===== config.mk =====
export PLATFORM = sky130hd
export DESIGN_NAME = display_source_scheduler_flat
export DESIGN_NICKNAME = d
export VERILOG_FILES = /design/src/rtl/display_sched_pkg.sv /design/src/rtl/display_source_scheduler_if.sv /design/src/rtl/rr_next_index.sv /design/src/rtl/display_source_scheduler.sv /design/src/flat_wrapper.sv
export SDC_FILE = /design/constraint.sdc
export NUM_CORES = 1
export LEC_CHECK = 0
export ABC_CLOCK_PERIOD_IN_PS = 3200
export CORE_ASPECT_RATIO = 1.1
export CORE_UTILIZATION = 54
export DETAILED_ROUTE_END_ITERATION = 10
export PLACE_DENSITY = 0.82
export SLEW_MARGIN = 40
export SYNTH_ARGS = -nofsm -noshare
export SYNTH_HDL_FRONTEND = slang
export SYNTH_HIERARCHICAL = 1
export SYNTH_SLANG_ARGS = --single-unit
export TNS_END_PERCENT = 100

===== constraint.sdc =====
create_clock -name clk -period 3.2 [get_ports clk]
set_input_delay 0.8 -clock clk [delete_from_list [all_inputs] [get_ports clk]]
set_output_delay 0.8 -clock clk [all_outputs]
set_load 0.005 [all_outputs]

===== src/rtl/display_sched_pkg.sv =====
// Shared types for the display source scheduler.
// State encoding and index-width helper.
package display_sched_pkg;

  typedef enum logic [1:0] {
    NONE,
    SHOW,
    BLANK
  } sched_state_t;

  function automatic int idx_w(input int n);
    return (n < 2) ? 1 : $clog2(n);
  endfunction

endpackage


===== src/rtl/display_source_scheduler_if.sv =====
// Source-side and display-side bundle of the scheduler.
// slave = scheduler view, master = environment view.
interface display_source_scheduler_if #(
  parameter int NUM_SRC = 4,
  parameter int DIGITS  = 2
);

  localparam int SW = display_sched_pkg::idx_w(NUM_SRC);

  logic [DIGITS-1:0][3:0] src_encoded [NUM_SRC];
  logic [DIGITS-1:0]      src_digit_point [NUM_SRC];
  logic [NUM_SRC-1:0]     src_valid;
  logic                   btn_next;
  logic                   btn_mode;

  logic [DIGITS-1:0][3:0] encoded;
  logic [DIGITS-1:0]      digit_point;
  logic                   blank;
  logic [SW-1:0]          sel;
  logic [NUM_SRC-1:0]     sel_onehot;
  logic                   auto_mode;

  modport slave (
    input  src_encoded,
    input  src_digit_point,
    input  src_valid,
    input  btn_next,
    input  btn_mode,
    output encoded,
    output digit_point,
    output blank,
    output sel,
    output sel_onehot,
    output auto_mode
  );

  modport master (
    output src_encoded,
    output src_digit_point,
    output src_valid,
    output btn_next,
    output btn_mode,
    input  encoded,
    input  digit_point,
    input  blank,
    input  sel,
    input  sel_onehot,
    input  auto_mode
  );

endinterface


===== src/rtl/rr_next_index.sv =====
// Round-robin search: first set bit of valid after current.
// Wraps to 0; returns current itself only if it is the sole hit.
module rr_next_index
  import display_sched_pkg::*;
#(
  parameter int N = 4,
  parameter int W = idx_w(N)
) (
  input  logic [N-1:0] valid,
  input  logic [W-1:0] current,
  output logic [W-1:0] next,
  output logic         found
);

  logic [W-1:0] cand;

  // Scan far-to-near so the nearest hit is assigned last and wins
  always_comb begin
    next  = current;
    found = |valid;
    cand  = '0;
    for (int k = N; k >= 1; k--) begin
      cand = W'((int'(current) + k) % N);
      if (valid[cand]) next = cand;
    end
  end

endmodule


===== src/rtl/display_source_scheduler.sv =====
// Time-shares one seven-segment display between sources.
// Auto/manual rotation with a blank gap between sources.
module display_source_scheduler
  import display_sched_pkg::*;
#(
  parameter int NUM_SRC      = 4,
  parameter int DIGITS       = 2,
  parameter int DWELL_CYCLES = 200_000_000,
  parameter int BLANK_CYCLES = 5_000_000
) (
  input logic                        clk,
  input logic                        reset,
  display_source_scheduler_if.slave  bus
);

  localparam int SW = idx_w(NUM_SRC);
  localparam int DW = idx_w(DWELL_CYCLES);
  localparam int BW = idx_w(BLANK_CYCLES);

  localparam logic [DW-1:0] DWELL_LAST = DW'(DWELL_CYCLES - 1);
  localparam logic [BW-1:0] BLANK_LAST = BW'(BLANK_CYCLES - 1);
  localparam logic [SW-1:0] TOP_IDX    = SW'(NUM_SRC - 1);

  sched_state_t state_q, state_d;

  logic [SW-1:0] sel_q, sel_d;
  logic [SW-1:0] pend_q, pend_d;
  logic [DW-1:0] dwell_q, dwell_d;
  logic [BW-1:0] bcnt_q, bcnt_d;
  logic          auto_q, auto_d;
  logic          blank_q, blank_d;

  logic [NUM_SRC-1:0]     oh_q, oh_d;
  logic [DIGITS-1:0][3:0] enc_q, enc_d;
  logic [DIGITS-1:0]      dp_q, dp_d;

  logic [SW-1:0] rr_cur;
  logic [SW-1:0] rr_next;
  logic          rr_found;
  logic          adv;

  // Search origin: NONE finds lowest, SHOW advances, BLANK re-searches
  always_comb begin
    rr_cur = sel_q;
    unique case (state_q)
      NONE:    rr_cur = TOP_IDX;
      SHOW:    rr_cur = sel_q;
      BLANK:   rr_cur = pend_q;
      default: rr_cur = sel_q;
    endcase
  end

  rr_next_index #(
    .N (NUM_SRC),
    .W (SW)
  ) u_rr (
    .valid   (bus.src_valid),
    .current (rr_cur),
    .next    (rr_next),
    .found   (rr_found)
  );

  // Next-state, counters and registered display outputs
  always_comb begin
    state_d = state_q;
    sel_d   = sel_q;
    pend_d  = pend_q;
    auto_d  = auto_q ^ bus.btn_mode;
    dwell_d = '0;
    bcnt_d  = '0;
    adv     = 1'b0;

    unique case (state_q)
      NONE: begin
        if (rr_found) begin
          state_d = SHOW;
          sel_d   = rr_next;
        end
      end
      SHOW: begin
        adv = bus.btn_next
            | (auto_q & (dwell_q == DWELL_LAST))
            | ~bus.src_valid[sel_q];
        if (adv) begin
          if (!rr_found) begin
            state_d = NONE;
          end else if (rr_next != sel_q) begin
            state_d = BLANK;
            pend_d  = rr_next;
          end
        end else if (auto_q && !bus.btn_mode) begin
          dwell_d = dwell_q + 1'b1;
        end
      end
      BLANK: begin
        if (bcnt_q == BLANK_LAST) begin
          if (bus.src_valid[pend_q]) begin
            state_d = SHOW;
            sel_d   = pend_q;
          end else if (rr_found) begin
            state_d = SHOW;
            sel_d   = rr_next;
          end else begin
            state_d = NONE;
          end
        end else begin
          bcnt_d = bcnt_q + 1'b1;
        end
      end
      default: state_d = NONE;
    endcase

    blank_d = (state_d != SHOW);
    oh_d    = '0;
    enc_d   = enc_q;
    dp_d    = dp_q;
    if (state_d == SHOW) begin
      oh_d  = NUM_SRC'(1) << sel_d;
      enc_d = bus.src_encoded[sel_d];
      dp_d  = bus.src_digit_point[sel_d];
    end
  end

  // State and output registers
  always_ff @(posedge clk or posedge reset) begin
    if (reset) begin
      state_q <= NONE;
      sel_q   <= '0;
      pend_q  <= '0;
      dwell_q <= '0;
      bcnt_q  <= '0;
      auto_q  <= 1'b1;
      blank_q <= 1'b1;
      oh_q    <= '0;
      enc_q   <= '0;
      dp_q    <= '0;
    end else begin
      state_q <= state_d;
      sel_q   <= sel_d;
      pend_q  <= pend_d;
      dwell_q <= dwell_d;
      bcnt_q  <= bcnt_d;
      auto_q  <= auto_d;
      blank_q <= blank_d;
      oh_q    <= oh_d;
      enc_q   <= enc_d;
      dp_q    <= dp_d;
    end
  end

  assign bus.encoded     = enc_q;
  assign bus.digit_point = dp_q;
  assign bus.blank       = blank_q;
  assign bus.sel         = sel_q;
  assign bus.sel_onehot  = oh_q;
  assign bus.auto_mode   = auto_q;

endmodule


===== src/flat_wrapper.sv =====
// flat-port wrapper written by rule: the top's interface ports become plain ports
module display_source_scheduler_flat import display_sched_pkg::*;
#(
  parameter int NUM_SRC      = 4,
  parameter int DIGITS       = 2,
  parameter int DWELL_CYCLES = 200_000_000,
  parameter int BLANK_CYCLES = 5_000_000
)
  (clk, reset, bus_src_encoded, bus_src_digit_point, bus_src_valid, bus_btn_next, bus_btn_mode, bus_encoded, bus_digit_point, bus_blank, bus_sel, bus_sel_onehot, bus_auto_mode);
  display_source_scheduler_if #(.NUM_SRC(NUM_SRC), .DIGITS(DIGITS)) bus_i ();
  input logic clk;
  input logic reset;
  input wire logic [$bits(bus_i.src_encoded)-1:0] bus_src_encoded;
  input wire logic [$bits(bus_i.src_digit_point)-1:0] bus_src_digit_point;
  input wire logic [$bits(bus_i.src_valid)-1:0] bus_src_valid;
  input wire logic [$bits(bus_i.btn_next)-1:0] bus_btn_next;
  input wire logic [$bits(bus_i.btn_mode)-1:0] bus_btn_mode;
  output wire logic [$bits(bus_i.encoded)-1:0] bus_encoded;
  output wire logic [$bits(bus_i.digit_point)-1:0] bus_digit_point;
  output wire logic [$bits(bus_i.blank)-1:0] bus_blank;
  output wire logic [$bits(bus_i.sel)-1:0] bus_sel;
  output wire logic [$bits(bus_i.sel_onehot)-1:0] bus_sel_onehot;
  output wire logic [$bits(bus_i.auto_mode)-1:0] bus_auto_mode;
  assign bus_i.src_encoded = {>>{bus_src_encoded}};
  assign bus_i.src_digit_point = {>>{bus_src_digit_point}};
  assign bus_i.src_valid = bus_src_valid;
  assign bus_i.btn_next = bus_btn_next;
  assign bus_i.btn_mode = bus_btn_mode;
  assign bus_encoded = bus_i.encoded;
  assign bus_digit_point = bus_i.digit_point;
  assign bus_blank = bus_i.blank;
  assign bus_sel = bus_i.sel;
  assign bus_sel_onehot = bus_i.sel_onehot;
  assign bus_auto_mode = bus_i.auto_mode;
  display_source_scheduler #(.NUM_SRC(NUM_SRC), .DIGITS(DIGITS), .DWELL_CYCLES(DWELL_CYCLES), .BLANK_CYCLES(BLANK_CYCLES)) u_core (.clk(clk), .reset(reset), .bus(bus_i));
endmodule

==> results of run 1 <==
[metal layers]
metal / vias to the layer above / part of all wire [%]
met5: - / 0
met4: 0 / 2.4
met3: 17 / 3.5
met2: 72 / 49
met1: 1565 / 45
li1: 1537 / -
[sequential cells by signal, indices dropped and copies added, names as in the netlist]
register / count
u_core/bcnt_q: 23
u_core/state_q: 2
u_core/bus.sel: 2
u_core/bus.sel_onehot: 4
u_core/bus.auto_mode: 1
u_core/bus.blank: 1
u_core/bus.encoded: 8
u_core/pend_q: 2
u_core/dwell_q: 28
u_core/bus.digit_point: 2
[cell families (layout without fill, tap and decap cells)]
logic type               Yosys count  after routing  synth area share (%)
AO/OA/AOI/OAI                     36             36                 8.244
XOR/XNOR                          48             48                 10.61
adder cells (fa/ha/maj)            3              3                0.9477
buffers and inverters             21            110                 2.874
flip-flops                        73             73                 46.18
multiplexers                      29             29                 8.180
AND/OR/NAND/NOR                  177            177                 22.96
[through the flow]
stage	area, µm²	hold WS (ps)
floorplan	3961	447.9
global placement	4813	471.5
detailed placement	4813	479.5
CTS	5052	490.8
global route	5072	529.8
finish	5072	489.8
[placed cells by master (no fill, tap or decap), drive strengths merged, types with 5 or more instances in the layout]
cell,netlist,routed
nand2,20,20
nand3,18,18
and3,5,5
xor2,32,32
a221oi,10,10
nor2,73,73
dfrtp,71,71
mux2i,23,23
inv,9,10
clkdlybuf4s50,0,65
clkbuf,6,11
and2,5,5
nand4,15,15
xnor2,16,16
nor3,12,12
o21ai,6,6
and4,6,6
nor2b,6,6
buf,6,20
[synthesized netlist by cell type, types with 6 or more instances]
cell      count  area (µm²)
inv_1         8       30.03
nand4_1      14       87.58
nor2b_1       6       37.54
nor3_1       12       60.06
dfrtp_1      71        1777
mux2i_1      23       230.2
xnor2_1      16       140.1
a221oi_2      7       105.1
nand3_1      17       85.08
nor2_1       73       274.0
xor2_1       32       280.3
nand2_1      20       75.07
[worst max-delay path: stages]
cell	delay, ps
clkdlybuf4s50_1	410
or4_1	600
buf_4	190
a2111oi_0	430
a2111oi_1	80
buf_4	160
o21a_2	310
a221oi_2	300
[area by class of cell]
| class | count | area [µm²] |
|---|---|---|
| clock buffer | 11 | 151.4 |
| clock inverter | 5 | 86.33 |
| fill | 517 | 1974 |
| inverter | 9 | 33.78 |
| multi-input combinational | 293 | 2039 |
| sequential | 73 | 1829 |
| tap | 85 | 106.4 |
| timing repair buffer | 85 | 825.8 |
[report_power, final]
part / total [mW] / internal, mW / switching [mW] / leakage [nW]
sequential: 0.938 / 0.933 / 0.00500 / 0.989
combinational: 0.151 / 0.0910 / 0.0597 / 0.973
clock: 0.846 / 0.487 / 0.359 / 0.120
[path summary, 6_finish.rpt]
check	start	endpoint	slack, ps
max	bus_src_valid[0]	u_core/bus.encoded[3]	170
max reg2reg	u_core/state_q[0]	u_core/bus.encoded[1]	220
min reg2reg	u_core/bcnt_q[0]	u_core/bcnt_q[0]	490
min	u_core/bcnt_q[0]	u_core/bcnt_q[0]	490
max in group asynchronous	reset	u_core/bus.blank	1830
min in group asynchronous	reset	u_core/bcnt_q[6]	690
==> results.sh, run 1 <==
export IMPL_status="finished, final reports clean"
export IMPL_rsz0062_at_grt="no"
export IMPL_cts_repair_resized=1
export IMPL_stdcell_count=561
export IMPL_period_needed_ps=3031
export IMPL_p_per_area_nw_per_um2=381.4
export IMPL_critical_path_max_fanout=12
export IMPL_drc=0
export IMPL_syn_instance_count=387
export IMPL_synth_flop_cell="dfrtp_1"
export IMPL_grt_util_met3_pct=3.870
export IMPL_worstPathArrival_ps=3280
export IMPL_firstDrtPassIters=6
export IMPL_finalSetupViolations=0
export IMPL_grt_pass1_wl_mm=14.75
export IMPL_initial_core_util_pct=56.21
export IMPL_die_w_um=83.67
export IMPL_hpwl_mm=6.154
export IMPL_core_um2=7047
export IMPL_start_kind="input port"
export IMPL_wl_mm=8.710
export IMPL_syn_num_nets=438
export IMPL_drt_iter0_drc=107
export IMPL_use_met2_pct=39.30
export IMPL_grt_total_usage_pct=24.18
export IMPL_numClockSinks=73
export IMPL_use_met1_pct=32.01
export IMPL_finalCritPeriodShare_pct=94.72
export IMPL_endpoint_kind="register"
export IMPL_syn_area_um2=3961
export IMPL_io_pins=66
export IMPL_r2r_cells=13
export IMPL_maxCapViolCount=0
export IMPL_setup_tns_ps=0
export IMPL_layout_nets=522
export IMPL_holdBufCountCts=0
export IMPL_synth_area_per_cell_um2=10.24
export IMPL_max_slew_margin_rel_pct=61.65
export IMPL_rows=32
export IMPL_place_inst=545
export IMPL_via_count=3191
export IMPL_wire_per_inst_um=15.53
export IMPL_hp_class="register to register"
export IMPL_ys_warn_count=6
export IMPL_p_leak_nw=2.082
export IMPL_critPathKind="input port to register"
export IMPL_cts_max_path_buffers=2
export IMPL_io_buffers=65
export IMPL_diodes=0
export IMPL_ant_nets=0
export IMPL_path_clk_slew_ps=80
export IMPL_async_reset_ff_share_pct=100.0
export IMPL_min_path_cells=1
export IMPL_slew_viol_final=0
export IMPL_power_total_mw=1.934
export IMPL_skew_ps=11.15
export IMPL_drive_gt1_share_pct=14.50
export IMPL_antenna_found_initial=0
export IMPL_clock_latency_ps=350
export IMPL_syn_to_final_growth_pct=28.05
export IMPL_synth_edff_count=0
export IMPL_die_h_um=91.83
export IMPL_post_place_ws_ps=-373.8
export IMPL_tightest_slew_ps=570.1
export IMPL_cts_tree="built"
export IMPL_cp_required_ps=3450
export IMPL_cts_setup_buffers=0
export IMPL_dieArea_um2=7683
export IMPL_fmax_ghz=0.3299
export IMPL_finalWorstSetupSlack_ps=169.1
export IMPL_grt_max_degree=37
export IMPL_gr_max_usage_layer="met2"
export IMPL_ys_types=60
export IMPL_cts_root_buf="clkbuf_8"
export IMPL_ys_ff_latch=73
export IMPL_post_route_util_pct=71.98
export IMPL_overflow=0
export IMPL_cts_buffers=9
export IMPL_h_tree_depth=3
export IMPL_routed_via_density=5.688
export IMPL_grt_pass1_vias=3175
export IMPL_ys_seq_area_share_pct=46.18
export IMPL_routabilityCongestion=0.8145
export IMPL_irDropWorstVdd_mv=0.3524
export IMPL_hold_violations=0
(Power assumes the default switching activity.)
==> inputs of run 2 (changes only) <==
--- a/config.mk
+++ b/config.mk
@@ -7,9 +7,10 @@
 export LEC_CHECK = 0
 export ABC_CLOCK_PERIOD_IN_PS = 3200
 export CORE_ASPECT_RATIO = 1.1
-export CORE_UTILIZATION = 54
+export CORE_UTILIZATION = 55
+export CTS_BUF_LIST = sky130_fd_sc_hd__clkbuf_2 sky130_fd_sc_hd__clkbuf_4 sky130_fd_sc_hd__clkbuf_8
 export DETAILED_ROUTE_END_ITERATION = 10
-export PLACE_DENSITY = 0.82
+export PLACE_DENSITY = 0.83
 export SLEW_MARGIN = 40
 export SYNTH_ARGS = -nofsm -noshare
 export SYNTH_HDL_FRONTEND = slang
==> results.sh, run 2 (same netlist as run 1, synthesis figures left out) <==
export IMPL_status="finished, final reports clean"
export IMPL_hpwl_mm=6.227
export IMPL_drc=0
export IMPL_cts_max_path_buffers=2
export IMPL_path_clk_slew_ps=80
export IMPL_skew_ps=9.436
export IMPL_wl_mm=8.990
export IMPL_post_route_util_pct=73.45
export IMPL_io_buffers=65
export IMPL_maxCapViolCount=0
export IMPL_endpoint_kind="register"
export IMPL_cts_tree="built"
export IMPL_dieArea_um2=7546
export IMPL_hp_class="register to register"
export IMPL_largest_register_ffs=28
export IMPL_die_w_um=82.92
export IMPL_via_count=3192
export IMPL_h_tree_depth=3
export IMPL_dr_wl_met2_mm=4.552
export IMPL_routed_via_density=5.690
export IMPL_overflow=0
export IMPL_final_cell_area_um2=5146
export IMPL_ant_nets=0
export IMPL_period_needed_ps=3114
export IMPL_holdBufCountCts=0
export IMPL_hold_violations=0
export IMPL_wl_met1_mm=3.829
export IMPL_numClockSinks=73
export IMPL_grt_pass1_wl_mm=14.86
export IMPL_highest_layer="met4"
export IMPL_slew_viol_final=0
export IMPL_finalCritPeriodShare_pct=97.30
export IMPL_dpl_cell_area_um2=4851
export IMPL_p_seq_share_pct=47.4
export IMPL_p_per_area_nw_per_um2=384.9
export IMPL_tightest_slew_ps=594.0
export IMPL_power_internal_mw=1.566
export IMPL_final_common_cell="nor2_1"
export IMPL_diodes=0
export IMPL_firstDrtPassIters=6
export IMPL_p_clk_share_pct=45.0
export IMPL_crit_slowest_cell="or4_1"
export IMPL_syn_to_final_growth_pct=29.91
export IMPL_cp_required_ps=3430
export IMPL_rows=32
export IMPL_critPathMaxStageDelay_ps=600
export IMPL_clock_latency_ps=350
export IMPL_drt_iter0_drc=171
export IMPL_io_pins=66
export IMPL_irDropWorstVdd_mv=0.2606
export IMPL_grt_pass1_vias=3193
export IMPL_sw_frac_of_total_pct=20.96
export IMPL_finalSetupViolations=0
export IMPL_top_register="u_core/dwell_q"
export IMPL_wire_per_inst_um=16.02
export IMPL_regArea_um2=1829
export IMPL_power_total_mw=1.981
export IMPL_die_h_um=91.01
export IMPL_worstPathArrival_ps=3350
export IMPL_cts_buffers=9
export IMPL_cts_setup_buffers=0
export IMPL_drive_gt1_share_pct=14.71
export IMPL_mostFrequentLayoutCells="73 x nor2_1, 71 x dfrtp_1, 65 x clkdlybuf4s50_1"
export IMPL_critical_path_max_fanout=12
export IMPL_max_slew_margin_rel_pct=60.04
export IMPL_initial_core_util_pct=56.54
export IMPL_total_switching_power_mw=0.4151
export IMPL_start_kind="input port"
export IMPL_p_leak_nw=2.094
export IMPL_grt_total_usage_pct=25.12
export IMPL_p_comb_share_pct=7.6
export IMPL_grt_max_degree=38
export IMPL_fill_cells=464
export IMPL_core_um2=7007
export IMPL_critPathKind="input port to register"
export IMPL_path_cells="clkdlybuf4s50_1 -> or4_1 -> buf_4 -> o22a_1 -> o21ai_0 -> a2111oi_4 -> o21a_1 -> buf_12 -> a221oi_1"
export IMPL_dr_wl_met3_um=373
export IMPL_cts_root_buf="clkbuf_8"
export IMPL_multi_input_area_um2=2061
export IMPL_fmax_ghz=0.3212
export IMPL_layout_nets=522
export IMPL_antenna_found_initial=0
export IMPL_routabilityCongestion=0.8904
==> run 2: metal layers <==
| metal | GRT usage (%) | up-vias |
|---|---|---|
| met1 | 31.29 | 1542 |
| met5 | 0 | - |
| met2 | 41.12 | 90 |
| li1 | - | 1537 |
| met4 | 12.36 | 0 |
| met3 | 5.818 | 23 |
==> run 2: what timing repair did <==
| action | in CTS | in global routing |
|---|---|---|
| endpoints found under the setup margin | 1 | 11 |
| pin swaps | 0 | 1 |
| endpoints found under the hold margin | 0 | 0 |
| gates resized for setup | 1 | 7 |
==> run 2: critical path, delay by kind of cell <==
kind / cells / cell delay, ps
buffers and inverters: 3 / 800
and+or+nand+nor: 1 / 600
AOI/OAI and AO/OA: 5 / 1140
==> run 2: worst paths after layout <==
check                                  start                    end  slack (ps)  depth (start not counted)
hold reg to reg             u_core/bcnt_q[0]       u_core/bcnt_q[0]         490                          1
hold / removal              u_core/bcnt_q[0]       u_core/bcnt_q[0]         490                          1
setup reg to reg           u_core/state_q[0]  u_core/bus.encoded[3]         190                         12
setup / recovery            bus_src_valid[1]  u_core/bus.encoded[3]          90                          9
min in group asynchronous              reset      u_core/bcnt_q[13]         820                          3
max in group asynchronous              reset       u_core/bus.blank        1900                          3
==> run 2: per-stage QoR <==
step,setup slack (ps),cells,setup TNS (ps),hold slack (ps)
2_1_floorplan,244.5,387,0,447.9
3_3_place_gp,-167.7,545,-1660,473.4
3_5_place_dp,-304.3,545,-3204,480.2
4_1_cts,12.92,561,0,492.3
5_1_grt,-3.397,561,-3.397,518.1
6_report,86.33,561,0,489.0
==> run 2: final cells by class <==
cell class | count | area share [%]
clock buffer | 10 | 2.674
sequential | 73 | 35.55
multi-input combinational | 293 | 40.04
clock inverter | 6 | 2.237
timing repair buffer | 85 | 16.78
inverter | 9 | 0.6565
tap | 85 | 2.067
==> run 2: power by group through the flow <==
stage,registers (mW),clock network (mW),logic [mW]
2_1_floorplan,0.956,0,0.0510
3_3_place_gp,0.957,0,0.145
3_5_place_dp,0.958,0,0.148
4_1_cts,0.940,0.906,0.150
5_1_grt,0.940,0.948,0.167
6_report,0.940,0.890,0.151
==> inputs of run 3 (changes only) <==
--- a/config.mk
+++ b/config.mk
@@ -11,6 +11,7 @@
 export CTS_BUF_LIST = sky130_fd_sc_hd__clkbuf_2 sky130_fd_sc_hd__clkbuf_4 sky130_fd_sc_hd__clkbuf_8
 export DETAILED_ROUTE_END_ITERATION = 10
 export PLACE_DENSITY = 0.83
+export REMOVE_ABC_BUFFERS = 1
 export SLEW_MARGIN = 40
 export SYNTH_ARGS = -nofsm -noshare
 export SYNTH_HDL_FRONTEND = slang
==> results.sh, run 3 (same netlist as run 1, synthesis figures left out) <==
export IMPL_rows=32
export IMPL_hpwl_mm=6.329
export IMPL_h_tree_depth=3
export IMPL_diodes=0
export IMPL_final_common_cell="nor2_1"
export IMPL_drive_gt1_share_pct=14.11
export IMPL_die_w_um=82.92
export IMPL_min_path_cells=1
export IMPL_maxCapViolCount=0
export IMPL_path_clk_slew_ps=80
export IMPL_cp_required_ps=3440
export IMPL_post_route_util_pct=72.54
export IMPL_wl_mm=8.802
export IMPL_grt_pass1_wl_mm=14.81
export IMPL_rsz0062_at_grt="no"
export IMPL_final_cell_area_um2=5082
export IMPL_crit_slowest_cell="clkdlybuf4s50_1"
export IMPL_slew_viol_final=0
export IMPL_cts_max_path_buffers=2
export IMPL_clock_latency_ps=340
export IMPL_hold_violations=0
export IMPL_core_um2=7007
export IMPL_cts_setup_buffers=0
export IMPL_endpoint_kind="register"
export IMPL_dpl_cell_area_um2=4818
export IMPL_timing_hold_ws_ps=511.0
export IMPL_power_total_mw=1.962
export IMPL_layout_nets=521
export IMPL_start_kind="input port"
export IMPL_post_place_ws_ps=-287.9
export IMPL_fill_cells=520
export IMPL_path_cells="clkdlybuf4s50_1 -> buf_4 -> a21oi_1 -> a31oi_1 -> a21oi_2 -> xor2_1 -> o31ai_1 -> and2_1 -> a211o_1 -> o21a_1 -> buf_4 -> a221oi_1"
export IMPL_overflow=0
export IMPL_stdcell_count=560
export IMPL_status="finished, final reports clean"
export IMPL_antenna_found_initial=0
export IMPL_firstDrtPassIters=5
export IMPL_cts_buffers=9
export IMPL_grt_pass1_vias=3192
export IMPL_ant_nets=0
export IMPL_r2r_cells=12
export IMPL_syn_to_final_growth_pct=28.30
export IMPL_p_leak_nw=2.076
export IMPL_numClockSinks=73
export IMPL_skew_ps=7.134
export IMPL_grt_total_usage_pct=24.46
export IMPL_largest_register_ffs=28
export IMPL_routed_via_density=5.713
export IMPL_routabilityCongestion=0.8269
export IMPL_place_inst=544
export IMPL_die_h_um=91.01
export IMPL_fmax_ghz=0.3313
export IMPL_drc=0
export IMPL_period_needed_ps=3019
export IMPL_wire_per_inst_um=15.72
export IMPL_critPathKind="input port to register"
export IMPL_critical_path_max_fanout=6
export IMPL_cts_tree="built"
export IMPL_io_buffers=65
export IMPL_holdBufCountCts=0
export IMPL_worstPathArrival_ps=3260
export IMPL_finalWorstSetupSlack_ps=181.2
export IMPL_tightest_slew_ps=583.3
export IMPL_dieArea_um2=7546
export IMPL_setup_tns_ps=0
export IMPL_crit_top_cell="buf_4"
export IMPL_drt_iter0_drc=145
export IMPL_mostFrequentLayoutCells="73 x nor2_1, 70 x dfrtp_1, 65 x clkdlybuf4s50_1"
export IMPL_irDropWorstVdd_mv=0.3895
export IMPL_grt_max_degree=53
export IMPL_finalCritPeriodShare_pct=94.34
export IMPL_initial_core_util_pct=56.54
export IMPL_critPathMaxStageDelay_ps=430
export IMPL_cts_root_buf="clkbuf_8"
export IMPL_via_count=3199
export IMPL_finalSetupViolations=0
export IMPL_hp_class="register to register"
export IMPL_io_pins=66
export IMPL_p_per_area_nw_per_um2=386.0
export IMPL_top_register="u_core/dwell_q"
export IMPL_max_slew_margin_rel_pct=60.76
## run 3: where the power goes
group | internal, mW | leakage, nW | switching [mW]
logic | 0.0902 | 0.966 | 0.0577
clock network | 0.547 | 0.123 | 0.328
registers | 0.933 | 0.987 | 0.00544
total | 1.57 | 2.08 | 0.391
## run 3: timing repair
| action | in CTS | in global routing |
|---|---|---|
| gates resized for setup | 0 | 5 |
| hold endpoints to repair | 0 | 0 |
| endpoints found under the setup margin | 0 | 11 |
## run 3: final cells by class
type	count	area (µm²)	share of cell area (%)
Inverter	9	33.78	0.6647
Multi-Input combinational cell	293	2033	40.00
Sequential cell	73	1831	36.02
Timing Repair Buffer	84	830.8	16.35
Tap cell	85	106.4	2.093
Clock buffer	11	145.1	2.856
Clock inverter	5	102.6	2.019
## run 3: path summary, 6_finish.rpt
check                                  start               endpoint  slack (ps)
setup / recovery            bus_src_valid[1]  u_core/bus.encoded[3]         180
hold / removal              u_core/bcnt_q[0]       u_core/bcnt_q[0]         510
setup reg to reg           u_core/state_q[0]  u_core/bus.encoded[3]         220
hold reg to reg             u_core/bcnt_q[0]       u_core/bcnt_q[0]         510
max in group asynchronous              reset       u_core/bus.blank        1700
min in group asynchronous              reset      u_core/dwell_q[4]         810
## run 3: metal layers
layer / track usage (%) / vias up / share of wire (%) / wire length [µm]
met3: 4.091 / 17 / 4.1 / 359
met1: 28.86 / 1558 / 40 / 3514
met4: 10.20 / 0 / 2.2 / 191
met2: 43.92 / 95 / 54 / 4736
met5: 0 / - / 0 / 0
li1: - / 1529 / - / -
## run 3: worst max-delay path, delay by kind of cell
family                    cells  cell delay, ps
and+or+nand+nor               1             170
AOI/OAI and AO/OA             7            1290
xor gates and xnor gates      1             230
buffers and inverters         3             770
